[src/rtl/spi_bus_pkg.sv]
// Shared types and widths for the PET memory bus master that serves spi_bridge requests.
package spi_bus_pkg;

    localparam int BUS_ADDR_WIDTH = 17;
    localparam int BUS_DATA_WIDTH = 8;
    localparam int BUS_CNT_WIDTH  = 4;

    typedef enum logic [2:0] {
        IDLE,
        WAIT_SLOT,
        SETUP,
        STROBE,
        HOLD,
        DONE
    } spi_bus_state_t;

endpackage

[src/rtl/spi_bus_master.sv]
// Executes one pending spi_bridge request as a single PET bus cycle inside the granted MCU slot,
// then returns read data and a level ready using a 4-phase handshake.
module spi_bus_master
    import spi_bus_pkg::*;
#(
    parameter int ADDR_WIDTH    = BUS_ADDR_WIDTH,
    parameter int DATA_WIDTH    = BUS_DATA_WIDTH,
    parameter int SETUP_CYCLES  = 2,
    parameter int STROBE_CYCLES = 4
) (
    input  logic                  clk_sys_i,
    input  logic                  reset_i,
    input  logic [ADDR_WIDTH-1:0] spi_addr_i,
    input  logic [DATA_WIDTH-1:0] spi_data_i,
    input  logic                  spi_rw_ni,
    input  logic                  spi_valid_i,
    output logic [DATA_WIDTH-1:0] spi_data_o,
    output logic                  spi_ready_o,
    input  logic                  slot_grant_i,
    output logic [ADDR_WIDTH-1:0] bus_addr_o,
    output logic [DATA_WIDTH-1:0] bus_data_o,
    output logic                  bus_data_oe_o,
    output logic                  bus_rw_no,
    output logic                  bus_strobe_o,
    output logic                  bus_active_o,
    input  logic [DATA_WIDTH-1:0] bus_data_i
);

    localparam logic [BUS_CNT_WIDTH-1:0] SETUP_LOAD  = BUS_CNT_WIDTH'(SETUP_CYCLES - 1);
    localparam logic [BUS_CNT_WIDTH-1:0] STROBE_LOAD = BUS_CNT_WIDTH'(STROBE_CYCLES - 1);

    spi_bus_state_t           state_q;
    logic [BUS_CNT_WIDTH-1:0] count_q;
    logic [ADDR_WIDTH-1:0]    busAddr_q;
    logic [DATA_WIDTH-1:0]    busData_q;
    logic [DATA_WIDTH-1:0]    spiData_q;
    logic                     busDataOe_q;
    logic                     busRwN_q;
    logic                     busStrobe_q;
    logic                     busActive_q;
    logic                     spiReady_q;
    logic                     acceptGrant;

    // The bus output registers double as the request latch, so nothing is sampled after acceptance.
    assign acceptGrant = spi_valid_i && slot_grant_i &&
                         ((state_q == IDLE) || (state_q == WAIT_SLOT));

    always_ff @(posedge clk_sys_i or posedge reset_i) begin
        if (reset_i) begin
            state_q     <= IDLE;
            count_q     <= '0;
            busAddr_q   <= '0;
            busData_q   <= '0;
            spiData_q   <= '0;
            busDataOe_q <= 1'b0;
            busRwN_q    <= 1'b1;
            busStrobe_q <= 1'b0;
            busActive_q <= 1'b0;
            spiReady_q  <= 1'b0;
        end else begin
            unique case (state_q)
                IDLE: begin
                    if (spi_valid_i) begin
                        state_q <= slot_grant_i ? SETUP : WAIT_SLOT;
                    end
                end
                WAIT_SLOT: begin
                    if (!spi_valid_i) begin
                        state_q <= IDLE;
                    end else if (slot_grant_i) begin
                        state_q <= SETUP;
                    end
                end
                SETUP: begin
                    if (count_q == '0) begin
                        state_q     <= STROBE;
                        count_q     <= STROBE_LOAD;
                        busStrobe_q <= 1'b1;
                    end else begin
                        count_q <= count_q - 1'b1;
                    end
                end
                STROBE: begin
                    if (count_q == '0) begin
                        state_q     <= HOLD;
                        busStrobe_q <= 1'b0;
                        if (busRwN_q) begin
                            spiData_q <= bus_data_i;
                        end
                    end else begin
                        count_q <= count_q - 1'b1;
                    end
                end
                HOLD: begin
                    // Withdrawn requests finish the bus cycle but never raise ready.
                    state_q     <= spi_valid_i ? DONE : IDLE;
                    spiReady_q  <= spi_valid_i;
                    busAddr_q   <= '0;
                    busData_q   <= '0;
                    busDataOe_q <= 1'b0;
                    busRwN_q    <= 1'b1;
                    busActive_q <= 1'b0;
                end
                DONE: begin
                    if (!spi_valid_i) begin
                        state_q    <= IDLE;
                        spiReady_q <= 1'b0;
                    end
                end
                default: begin
                    state_q <= IDLE;
                end
            endcase

            if (acceptGrant) begin
                count_q     <= SETUP_LOAD;
                busActive_q <= 1'b1;
                busAddr_q   <= spi_addr_i;
                busRwN_q    <= spi_rw_ni;
                busDataOe_q <= !spi_rw_ni;
                busData_q   <= spi_rw_ni ? '0 : spi_data_i;
            end
        end
    end

    assign spi_data_o    = spiData_q;
    assign spi_ready_o   = spiReady_q;
    assign bus_addr_o    = busAddr_q;
    assign bus_data_o    = busData_q;
    assign bus_data_oe_o = busDataOe_q;
    assign bus_rw_no     = busRwN_q;
    assign bus_strobe_o  = busStrobe_q;
    assign bus_active_o  = busActive_q;

endmodule

[config.mk]
export PLATFORM = sky130hd
export DESIGN_NAME = spi_bus_master
export DESIGN_NICKNAME = d
export VERILOG_FILES = /design/src/rtl/spi_bus_pkg.sv /design/src/rtl/spi_bus_master.sv
export SDC_FILE = /design/constraint.sdc
export NUM_CORES = 1
export LEC_CHECK = 0
export BUFFER_PORTS_ARGS = -buffer_cell sky130_fd_sc_hd__buf_4
export CORE_UTILIZATION = 40
export DETAILED_ROUTE_END_ITERATION = 6
export GPL_TIMING_DRIVEN = 0
export PLACE_DENSITY = 0.68
export SLEW_MARGIN = 20
export SYNTH_ARGS = -nofsm -noshare
export SYNTH_HDL_FRONTEND = slang
export SYNTH_SLANG_ARGS = --single-unit
[constraint.sdc]
create_clock -name clk_sys_i -period 2.4 [get_ports clk_sys_i]
set_input_delay 0.12 -clock clk_sys_i [delete_from_list [all_inputs] [get_ports clk_sys_i]]
set_output_delay 0.12 -clock clk_sys_i [all_outputs]
set_load 0.02 [all_outputs]
; ---- Word level (Yosys, flattened, before mapping)
; Index checks and enable logic that the tools add are counted.
[totals]
word_cells = 65
inputBits = 38
register_bits = 45
out_inout_bits = 38
[op_classes]
eq_ne = 11
addsub = 1
n_mux = 28
n_reduce_logical = 15
[op_table]
columns = cell, n
row1 = two-way mux 17 bit, 2
row2 = two-way mux 8 bit, 3
row3 = two-way mux 3 bit, 7
row4 = case mux 3 bit (6 select lines), 1
row5 = two-way mux 4 bit, 3
row6 = two-way mux 1 bit, 8
row7 = "inequality test 2 bit, second input constant", 4
row8 = case mux 4 bit (2 select lines), 1
row9 = "== test 3 x 2 -> 1 bit, second input constant", 2
row10 = "== test 3 bit, second input constant", 2
row11 = "inequality test 3 bit, second input constant", 2
row12 = AND reduction 3 bit, 2
row13 = nonzero test 2 bit, 3
row14 = AND reduction 5 bit, 1
row15 = logical NOT 4 bit, 1
row16 = case mux 1 bit (2 select lines), 2
row17 = AND reduction 2 bit, 2
row18 = "subtractor 4 x 1 -> 4 bit, second input constant", 1
row19 = "== test 3 x 1 -> 1 bit, second input constant", 1
row20 = logical NOT 3 bit, 1
row21 = nonzero test 3 bit, 1
row22 = logical AND 1 bit, 2
row23 = two-way mux 2 bit, 1
row24 = logical NOT 1 bit, 1
row25 = logical OR 1 bit, 1

; ---- Longest topological paths before layout
[logic_depth]
word_depth = 5
mapped_depth = 5
depth_no_buf = 5

; ---- Least setup slack after synthesis
; No wires, ideal clock.
[synth_path]
kind = register to register
from = reg count_q[0]
to = reg spiData_q[0] (netlist: spi_data_o[0])
stages_incl_launch_ff = 6
arrival_time_ns = 1.396
required_time_ns = 2.275
period_less_slack_ns = 1.520
n_path_buf = 0
setup_time_ns = 0.125
path_slack_ns = 0.880
cell_sequence = dfrtp_1 inv_1 ha_1 nor3b_4 nand4_4 mux2_2
[synth_via]
elab_chain_len = 2
[synth_rtl]
columns = item, line_no
row1 = from (decl), spi_bus_master.sv:33  ; logic [BUS_CNT_WIDTH-1:0] count_q;
row2 = from (signal assigned), spi_bus_master.sv:80  ; count_q <= count_q - 1'b1;
row3 = from (signal assigned), spi_bus_master.sv:91  ; count_q <= count_q - 1'b1;
row4 = logical NOT 4 bit, spi_bus_master.sv:84  ; if (count_q == '0) begin
row5 = AND reduction 3 bit (no source line), -
row6 = to (signal assigned), spi_bus_master.sv:88  ; spiData_q <= bus_data_i;
row7 = to (decl), spi_bus_master.sv:36  ; logic [DATA_WIDTH-1:0] spiData_q;
; Every way passes these cells.
; A chain may end at the register's enable or synchronous reset.

; ---- Worst setup path after layout
[layout_path]
from = reg count_q[0]
to = reg spiData_q[5] (netlist: spi_data_o[5])
; The elaborated chain is that of the path after synthesis.

==> metrics.md <==
| Metric | Value |
|---|---|
| Status | `finished, final reports clean` |
| Crit path DAT | `1.87 ns` |
| Max_slew headroom | `0.600` |
| Synthesis-stage register bit count | `45` |
| RePlAce Congestion | `0.699` |
| MaxCap Viol Count | `0` |
| Netlist cell types | `33` |
| FF-to-FF Start | `count_q[0]` |
| DR pass1 iterations | `4` |
| Starting Density | `0.422` |
| Reg2reg end | `spi_data_o[5]` |
| Power per cell area | `1350 nW/um^2` |
| # resized after CTS | `0` |
| Internal power | `0.00218 W` |
| Tcrit/Tclk final | `0.702` |
| CP startpoint kind | `flop` |
| Cts-stage hold buffer count | `1` |
| Slew Viols, Final | `0` |
| # diodes | `0` |
| Post-CTS Setup Inserts | `0` |
| Clock Tree Buf Depth | `2` |
| Sequential element share of the synthesized area | `0.610` |
| Final nets | `254` |
| Commonest non-fill, non-tap cell in the layout | `buf_4` |
| CTS tree | `built` |
| Largest net degree at the start of global routing | `27` |
| Final Hold Viols | `0` |
| Vias in the first global route | `1452` |
| Clk_skew | `between 0.005 and 0.006 ns` |
| Hold/Removal Path Class | `in -> reg` |
| RSZ-0062 raised after global routing | `false` |
| IO buf count | `75` |
| Crit Path Class | `reg -> reg` |
| Most frequent cells in the layout | `buf_4, dfrtp_1, a22o_1, mux2_2` |
| Initial antenna violation count | `0` |
| Clock transition at path regs | `0.08 ns` |
| Die Area | `4900 um^2` |
| CP Capture Point | `spi_data_o[5]` |
| DRT Wirelength | `4.00 mm` |
| Post-route setup TNS | `0 ns` |
| CP Cell Sequence | `inv_1, ha_1, nor3b_4, nand4_4, mux2_2` |
| Ys async rst share | `1.00` |
| I/O pins | `76` |
| Max Freq | `just under 0.6 GHz` |
| Fin crit period | `1.69 ns` |
| DRT iter0 DRCs | `119` |
| Post-synth EDFFs | `0` |
| Setup-failing EPs final | `0` |
| Clock Sinks | `45` |
| R2R setup slack | `slightly above 0.7 ns` |
| Syn Area/Cell | `roughly 14 um^2` |
| Clk Latency, worst-skew pair | `0.30 ns` |
| Reg area | `1130 um^2` |
| DRC | `0` |
| Synth Net Count | `170` |
| Die Wd | `70.0 um` |
| Crit end category | `flop` |
| CTS Buf Count | `5` |
| Static Leak | `1.32 nW` |
| Top_reg_cell synth | `dfrtp_1` |
| Area Overhead vs Synth | `41.2%` |
| Clock network power share | `0.142` |
| Cell Area, Synth | `1850 um^2` |
| Multi-input logic area | `636 um^2` |
| Peak supply drop | `~0.00074 V` |
| Total gr overflow | `0` |
| Chip Height | `approximately 70 um` |
| CTS root buf | `clkbuf_8` |
| Sequential share of power | `0.389` |
| Post-synth top area share | `0.595` |
| Post-DP HPWL | `2.97 mm` |
| Layout cells sized above 1 | `0.507` |
| GRT Total Usage | `0.181` |
| Cell taking the most area after synthesis | `dfrtp_1` |
| Crit path max-delay cell type | `dfrtp_1` |
| H-tree levels | `2` |
| Placed cells | `between 200 and 300` |
| Worst-path maximum fanout | `8` |
| Via density | `5.17` |
| CP peak stage delay | `0.41 ns` |
| CP startpoint | `count_q[0]` |
| Switching share of total power | `0.382` |
| Global-route wire length before repair | `6.92 mm` |
| Fillers | `between 300 and 400` |
| Tightest hold margin | `0.0282 ns` |
| Core area | `4380 um^2` |
| Post-Layout Cell Count | `267` |
| Post-route ant nets | `0` |
| Register-to-Register Path Depth | `5` |
| Top area cells in the synthesized netlist | `dfrtp_1, a22o_1, mux2_2, buf_6, nor3b_4` |
| Core Rows | `24` |
| Via count | `1381` |
| Warnings from Yosys | `0` |
| Post-Synthesis Cells | `130` |
| Worst Max-Slew Pin Slew | `0.599 ns` |
| Crit path required time | `2.59 ns` |
| Combinational share of power | `0.469` |
| DR WL/cell | `15.0 um` |
| P_sw | `0.00135 W` |
## sequential cells by signal (all words and copies together), names as in the netlist
name           cells
spi_data_o         8
count_q            4
bus_data_o         8
bus_active_o       1
state_q            3
spi_ready_o        1
bus_addr_o        17
bus_strobe_o       1
bus_rw_no          1
bus_data_oe_o      1
## metal layers
metal,track usage,share of wire,up-vias
met3,0.0606,0.080,4
met1,0.237,0.44,670
li1,-,-,640
met5,0,0,-
met4,0.0444,0.0093,0
met2,0.290,0.47,67
## stage by stage
step	cell area (um^2)	util	total power, W	setup WS (ns)
after floorplan	1850	-	0.00234	0.880
after detailed placement	2500	0.571	0.00304	0.716
after CTS	2610	0.596	0.00356	0.693
after global placement	2480	0.565	0.00299	0.684
after global routing	2610	0.596	0.00374	0.542
final	2610	0.596	0.00352	0.715
## power by group through the flow
stage / Sequential [W] / Clock [W] / Combinational, W
finish: 0.00137 / 0.000498 / 0.00165
global route: 0.00142 / 0.000546 / 0.00178
CTS: 0.00137 / 0.000516 / 0.00167
detailed placement: 0.00137 / 0 / 0.00167
global placement: 0.00136 / 0 / 0.00163
floorplan: 0.00173 / 0 / 0.000611
## cells by family (layout without fill, tap and decap cells)
kind of cell               Yosys count  count (layout)  synth area share
muxes                               10              10            0.0602
adders and majority gates            2               2            0.0135
buffers and inverters               14              99            0.0467
DFF                                 45              45             0.610
xor gates and xnor gates             1               1           0.00474
and+or+nand+nor                     21              21             0.104
AOI/OAI and AO/OA                   37              37             0.162
## cells in the mapped netlist, drive strengths merged (2+ instances only)
library cell,n
a22o,25
o21ai,3
nor2,5
dfrtp,44
nor2b,3
nor3b,2
a21oi,3
ha,2
nand2b,2
buf,7
inv,7
mux2,9
## layout make-up
class / instances / area share
plain buffers: 7 / 0.0230
clock inverters: 2 / 0.00527
clock buffers: 6 / 0.0316
repair buffers: 77 / 0.230
multi-input cells: 71 / 0.243
flip-flops and latches: 45 / 0.432
well taps: 52 / 0.0249
inverters: 7 / 0.0101
## worst max-delay path, delay by kind of cell (launching register included)
| family | cells | cell delay (ns) |
|---|---|---|
| AND/OR/NAND/NOR | 2 | 0.57 |
| flip-flops | 1 | 0.41 |
| buffers and inverters | 1 | 0.09 |
| adder cells (fa/ha/maj) | 1 | 0.19 |
| multiplexers | 1 | 0.32 |
## how the worst min path moves through the flow
stage                    from              to  slack [ns]  depth (start not counted)
3_3_place_gp    spi_data_i[0]   bus_data_o[0]        0.34                          2
5_1_grt        spi_addr_i[11]  bus_addr_o[11]        0.03                          2
6_report        spi_data_i[1]   bus_data_o[1]        0.03                          2
3_5_place_dp          reset_i   bus_addr_o[7]        0.23                          2
2_1_floorplan   spi_data_i[0]   bus_data_o[0]        0.25                          1
4_1_cts         spi_data_i[1]   bus_data_o[1]        0.02                          2
Note: power is estimated with default switching activity, not from simulation.
